--- src/rtl/bpf_defs_pkg.sv ---
// bpf_defs: shared code/instruction widths and the {instr, pc} fetch-entry type
package bpf_defs;
  localparam int CODE_ADDR_WIDTH = 10;
  localparam int INSTR_WIDTH = 64;
  typedef struct packed {
    logic [INSTR_WIDTH-1:0]     instr;
    logic [CODE_ADDR_WIDTH-1:0] pc;
  } fetch_entry_t;
endpackage

--- src/rtl/fetch_queue.sv ---
// fetch_queue: 2-entry FIFO of fetch entries; in: push_i/pop_i/flush_i/data_i, out: registered head data_o, occ_o, empty_o
module fetch_queue
  import bpf_defs::*;
(
  input  logic         clk,
  input  logic         rst,
  input  logic         push_i,
  input  logic         pop_i,
  input  logic         flush_i,
  input  fetch_entry_t data_i,
  output fetch_entry_t data_o,
  output logic [1:0]   occ_o,
  output logic         empty_o
);
  fetch_entry_t head_q, head_d, tail_q, tail_d;
  logic [1:0] occ_q, occ_d;
  always_comb begin
    occ_d  = flush_i ? 2'd0 : occ_q + {1'b0, push_i} - {1'b0, pop_i};
    head_d = (pop_i && occ_q == 2'd2) ? tail_q :
             (push_i && occ_q == (pop_i ? 2'd1 : 2'd0)) ? data_i : head_q;
    tail_d = (push_i && occ_q == (pop_i ? 2'd2 : 2'd1)) ? data_i : tail_q;
  end
  always_ff @(posedge clk or posedge rst) begin
    if (rst) begin
      head_q <= '0;
      tail_q <= '0;
      occ_q  <= '0;
    end else begin
      head_q <= head_d;
      tail_q <= tail_d;
      occ_q  <= occ_d;
    end
  end
  assign data_o  = head_q;
  assign occ_o   = occ_q;
  assign empty_o = occ_q == 2'd0;
endmodule

--- src/rtl/stage0_fetch.sv ---
// stage0_fetch: PC/issue logic driving code memory, 2-entry return queue, valid/ready output with mispredict flush
module stage0_fetch
  import bpf_defs::*;
#(
  parameter int CODE_ADDR_WIDTH = bpf_defs::CODE_ADDR_WIDTH,
  parameter int INSTR_WIDTH     = bpf_defs::INSTR_WIDTH
) (
  input  logic                       clk,
  input  logic                       rst,
  input  logic                       cpu_en,
  output logic [CODE_ADDR_WIDTH-1:0] code_mem_rd_addr,
  output logic                       code_mem_rd_en,
  input  logic [INSTR_WIDTH-1:0]     code_mem_rd_data,
  input  logic                       branch_mispredict,
  input  logic [CODE_ADDR_WIDTH-1:0] branch_target,
  output logic [INSTR_WIDTH-1:0]     instr_out,
  output logic [CODE_ADDR_WIDTH-1:0] pc_out,
  output logic                       vld,
  input  logic                       next_rdy
);
  fetch_entry_t head, push_data;
  logic [1:0] occ, cnt;
  logic empty, pop, issue, inflight_q, inflight_d;
  logic [CODE_ADDR_WIDTH-1:0] pc_q, pc_d, issued_pc_q, issued_pc_d;
  always_comb begin
    pop         = vld && next_rdy;
    cnt         = occ + {1'b0, inflight_q} - {1'b0, pop};
    issue       = !rst && cpu_en && !branch_mispredict && cnt < 2'd2;
    pc_d        = branch_mispredict ? branch_target : issue ? pc_q + CODE_ADDR_WIDTH'(1) : pc_q;
    inflight_d  = issue;
    issued_pc_d = issue ? pc_q : issued_pc_q;
    push_data   = '{instr: code_mem_rd_data, pc: issued_pc_q};
  end
  always_ff @(posedge clk or posedge rst) begin
    if (rst) begin
      pc_q        <= '0;
      issued_pc_q <= '0;
      inflight_q  <= 1'b0;
    end else begin
      pc_q        <= pc_d;
      issued_pc_q <= issued_pc_d;
      inflight_q  <= inflight_d;
    end
  end
  fetch_queue u_queue (
    .clk     (clk),
    .rst     (rst),
    .push_i  (inflight_q && !branch_mispredict),
    .pop_i   (pop && !branch_mispredict),
    .flush_i (branch_mispredict),
    .data_i  (push_data),
    .data_o  (head),
    .occ_o   (occ),
    .empty_o (empty)
  );
  assign vld              = !empty;
  assign instr_out        = head.instr;
  assign pc_out           = head.pc;
  assign code_mem_rd_en   = issue;
  assign code_mem_rd_addr = pc_q;
endmodule

--- config.mk ---
export PLATFORM = sky130hd
export DESIGN_NAME = stage0_fetch
export DESIGN_NICKNAME = d
export VERILOG_FILES = /design/src/rtl/bpf_defs_pkg.sv /design/src/rtl/fetch_queue.sv /design/src/rtl/stage0_fetch.sv
export SDC_FILE = /design/constraint.sdc
export NUM_CORES = 1
export LEC_CHECK = 0
export CAP_MARGIN = 20
export CORE_MARGIN = 10
export CORE_UTILIZATION = 55
export DETAILED_ROUTE_END_ITERATION = 10
export MAX_ROUTING_LAYER = met4
export PLACE_DENSITY_LB_ADDON = 0.25
export SLEW_MARGIN = 10
export SYNTH_ARGS = -nofsm -noshare
export SYNTH_HDL_FRONTEND = slang
export SYNTH_HIERARCHICAL = 1
export SYNTH_SLANG_ARGS = --single-unit
--- constraint.sdc ---
create_clock -name clk -period 13.1 [get_ports clk]
set_clock_uncertainty 0.1 [all_clocks]
set_input_delay 1.31 -clock clk [delete_from_list [all_inputs] [get_ports clk]]
set_output_delay 1.31 -clock clk [all_outputs]
set_load 0.02 [all_outputs]
# Word-level counts from Yosys, hierarchy flattened
# Cells that the tools add are included.
# op_classes
n_reduce_logical	15
magnitude_cmp	1
n_addsub	5
n_eq_ne	3
mux	7
# op_table
op	n
74-bit two-way mux	2
10-bit two-way mux	2
10-bit by 1-bit adder with 10-bit output (second input constant)	1
1-bit logical AND	9
2-bit by 1-bit adder with 2-bit output	2
2-bit == test	2
2-bit two-way mux	2
2-bit nonzero test	2
2-bit by 1-bit subtractor with 2-bit output	2
1-bit logical NOT	3
2-bit == test (second input constant)	1
2-bit logical NOT	1
2-bit less-than comparator (second input constant)	1
1-bit two-way mux	1
# totals
ff_bits	171
in_bits	79
output_inout_bits	86

# Longest topological paths before layout
# depth
ltp_word	9
ltp_mapped	10
ltp_nobuf	8

# By module
# The synthesis kept the hierarchy.
# modules_own_cells
module	area_each_um2	seq_area_each_um2	cells_per_inst	n_inst
fetch_queue	6501.2	3753.6	575	1
stage0_fetch	1151.1	525.5	107	1

# Least setup slack after synthesis
# Ideal clock, no wire load.
# synth_path
path_kind	input -> output
from	input next_rdy
to	output code_mem_rd_en
path_slack_ns	9.070
t_arrival_ns	2.620
path_stages	7
path_cell_list	nor2b_1 -> ha_1 -> nor2b_1 -> xnor2_1 -> nand3_2 -> buf_8 -> inv_1
# synth_between
elab_chain_cells	4
# synth_rtl
item	line_no	source
from (decl)	stage0_fetch.sv:19	input logic next_rdy
1-bit logical AND	stage0_fetch.sv:26	pop = vld && next_rdy;
2-bit by 1-bit subtractor with 2-bit output	stage0_fetch.sv:27	cnt = occ + {1'b0, inflight_q} - {1'b0, pop};
2-bit less-than comparator	stage0_fetch.sv:28	issue = !rst && cpu_en && !branch_mispredict && cnt < 2'd2;
1-bit logical AND	stage0_fetch.sv:28	
to (decl)	stage0_fetch.sv:12	output logic code_mem_rd_en,
# Every way passes these cells.

# Worst setup path in the final report
# Ends and elaborated chain as after synthesis.

==> qor.yml <==
status:
  status: "finished clean"
synth:
  synthArstFlopShare_pct: 100.0
  syn_nets: 765
  synth_xor_area_share_pct: 0.7848
  synth-edff-count: 0
  synth_mux_area_share_pct: 15.65
  synthFlopType: "dfrtp_1"
  synth_fa_ha_area_share_pct: 0.6540
  synth-seq-area-share_pct: 55.92
  synthCells: 682
  yosysWarnings: 6
  synth_top_family_by_area: "multiplexers"
  syn_area_mm2: 0.007652
  ys_types: 39
  ys_ff_latch: 171
  synth-compound-area-share_pct: 8.110
  syn-mean-instance-area_um2: 11.22
  synth_simple_gate_area_share_pct: 14.37
cells_and_area:
  multi_input_area_mm2: 0.003029
  nNetsFinal: 911
  fillCellCount: 977
  layout-drive-gt1-share_pct: 15.46
  regArea_mm2: 0.004279
  fin_area_mm2: 0.01001
  antenna_cells: 0
  area_delta_synth_final_pct: 30.79
  fin_util_pct: 72.67
routing:
  drtIter0Drc: 492
  detail-route-antenna-nets: 0
  viasPerCell: 5.588
  vias: 5705
  drt-total-wl_mm: 19.10
  drc_errors: 0
  dr.pass1.iters: 5
  wl_per_cell_um: 18.71
die:
  core-area_mm2: 0.01377
  rows: 43
  die_h_um: 138.0
  initial_core_util_pct: 55.56
  io_pins: 165
  die_w_um: 138.0
  design.die.area_mm2: 0.01903
job:
  max-cap-violations: 0
clock_tree:
  cts_resized: 0
  clock_latency_ns: 0.42
  cts_sinks: 171
  cts-buffers-inserted: 17
  cts_tree: "yes"
  cts_buffer_depth: 2
  ctsHoldBuffers: 0
  htree_levels: 4
  clock-root-buffer: "clkbuf_16"
  post_cts_buffers: 0
  clkSlewWorstSetupHoldPaths_ns: 0.06
worst_setup_path:
  setup.worst_path.class: "input port to primary output"
  crit_end: "code_mem_rd_en"
  crit_start: "next_rdy"
  cp.required_ns: 11.69
  reg2regPathDepth: 8
  critPathLaunchType: "input port"
  rr_startpoint: "u_queue/occ_o[1]"
  crit_path_end_kind: "primary output"
  reg2reg_slack_ns: 9.82
  cp.arrival_ns: 3.86
  rr_endpoint: "u_queue/tail_q[7]"
  path_max_fanout: 13
grt:
  grt_overflow: 0
  grt_pass1_vias: 5970
  grt_pass1_wl_mm: 30.63
  grt_max_degree: 123
  antenna_found_initial: 0
  grt.total_usage_pct: 20.80
sta:
  worst_pin_slew_ns: 0.9978
  setup_ws_ns: 7.826
  rsz0062_at_grt: "no"
  setup_viol: 0
  fin_crit_sh_pct: 40.26
  relSlewSlack_pct: 33.28
  maxSlewViolCount: 0
  fin_crit_ns: 5.274
  finalSetupTns_ns: 0
  clock.fmax_mhz: 189.6
  hold_viol: 0
placed_design:
  placed_area_mm2: 0.009248
  port_buffers: 164
  globalplace.congestion: 0.8228
  dp_hpwl_mm: 12.46
  dp_slack_ns: 7.817
power:
  ir_drop_uv: 139.8
  p_leak_nw: 4.562
  p_per_area_mw_per_mm2: 197.8
hold_path:
  hold_class: "register to register"
  whs_path_depth: 1
[worst min-delay path by stage]
stage,from,endpoint
floorplan,u_queue/tail_q[62],u_queue/tail_q[62]
global placement,u_queue/tail_q[60],u_queue/tail_q[60]
detailed placement,u_queue/tail_q[61],u_queue/tail_q[61]
CTS,u_queue/tail_q[63],u_queue/tail_q[63]
global route,u_queue/tail_q[52],u_queue/tail_q[52]
finish,u_queue/tail_q[56],u_queue/tail_q[56]
[critical path, cell delays in order]
cell and delay (ns):
clkdlybuf4s50_1 0.45, nor2b_1 0.16, ha_1 0.25, nor2b_1 0.27, xnor2_1 0.23, nand3_2 0.37
inv_1 0.19, clkdlybuf4s50_1 0.63
[cell type report]
type                       instances  share of cell area [%]
clock buffer                      18                   4.388
clock inverter                    14                   2.663
inverter                           8                  0.3500
multi-input combinational        459                   30.27
sequential                       171                   42.76
tap                              180                   2.250
timing repair buffer             171                   17.33
[metal layers]
metal	global-route usage, %	up-vias	share of wire (%)
met3	5.181	22	6.5
met2	32.39	182	50
met4	6.083	0	1.5
li1	-	2630	-
met5	-	-	0
met1	26.51	2871	42
[power breakdown]
part | leakage (nW) | switching [W] | internal (W)
logic | 2.06 | 0.000274 | 0.000315
registers | 2.17 | 0.000109 | 0.000692
clock network | 0.329 | 0.000206 | 0.000383
total | 4.56 | 0.000589 | 0.00139
[cells in the mapped netlist, drive strengths merged, types with 6 or more instances]
cell type | number | share of area, %
dfrtp | 171 | 56
nand2 | 153 | 7.5
mux2 | 84 | 16
nor2 | 84 | 4.1
a31oi | 81 | 6.6
buf | 31 | 3.5
clkbuf | 13 | 0.64
inv | 8 | 0.39
nand3 | 7 | 0.52
nor2b | 6 | 0.49
o31ai | 6 | 0.65
[flip-flops by register name, summed over array words and instances (netlist names)]
name and flops:
code_mem_rd_addr 10, inflight_q 1, issued_pc_q 10, u_queue/data_o 74, u_queue/occ_o 2, u_queue/tail_q 74
[metrics by stage]
stage | total power, W | hold slack [ns] | instances
after detailed placement | 0.001398 | 0.3968 | 987
after floorplan | 0.001105 | 0.3813 | 682
final | 0.001980 | 0.4118 | 1021
after CTS | 0.001996 | 0.4116 | 1019
after global routing | 0.002077 | 0.4257 | 1021
after global placement | 0.001371 | 0.3899 | 987
[cell usage in the layout (no fill, tap or decap), types with 2 or more instances in the layout]
master,synthesis,layout
mux2_2,17,17
clkinv_4,0,2
nand4_1,2,2
mux2_4,67,67
clkinvlp_4,0,4
nand3b_1,2,2
or3_1,3,3
xnor2_1,3,3
buf_4,0,5
bufinv_16,0,7
a31oi_1,81,81
a22oi_1,2,2
o211ai_1,2,2
nor2_1,84,84
dfrtp_1,171,171
inv_6,0,2
nand2_1,153,153
o21ai_1,3,3
or4_1,4,4
o31ai_1,5,5
clkdlybuf4s50_1,0,164
nand3_1,6,6
nor2b_1,6,6
clkbuf_16,0,17
xor2_1,2,2
ha_1,4,4
buf_16,0,2
inv_1,8,7
[cells by family after synthesis]
kind of cell / count (synthesis)
multiplexers: 84
AO/OA/AOI/OAI: 97
adder cells (fa/ha/maj): 4
buffers and inverters: 52
flip-flops: 171
XOR/XNOR: 6
AND/OR/NAND/NOR: 268
No activity file was read; power rests on OpenSTA's default activity.
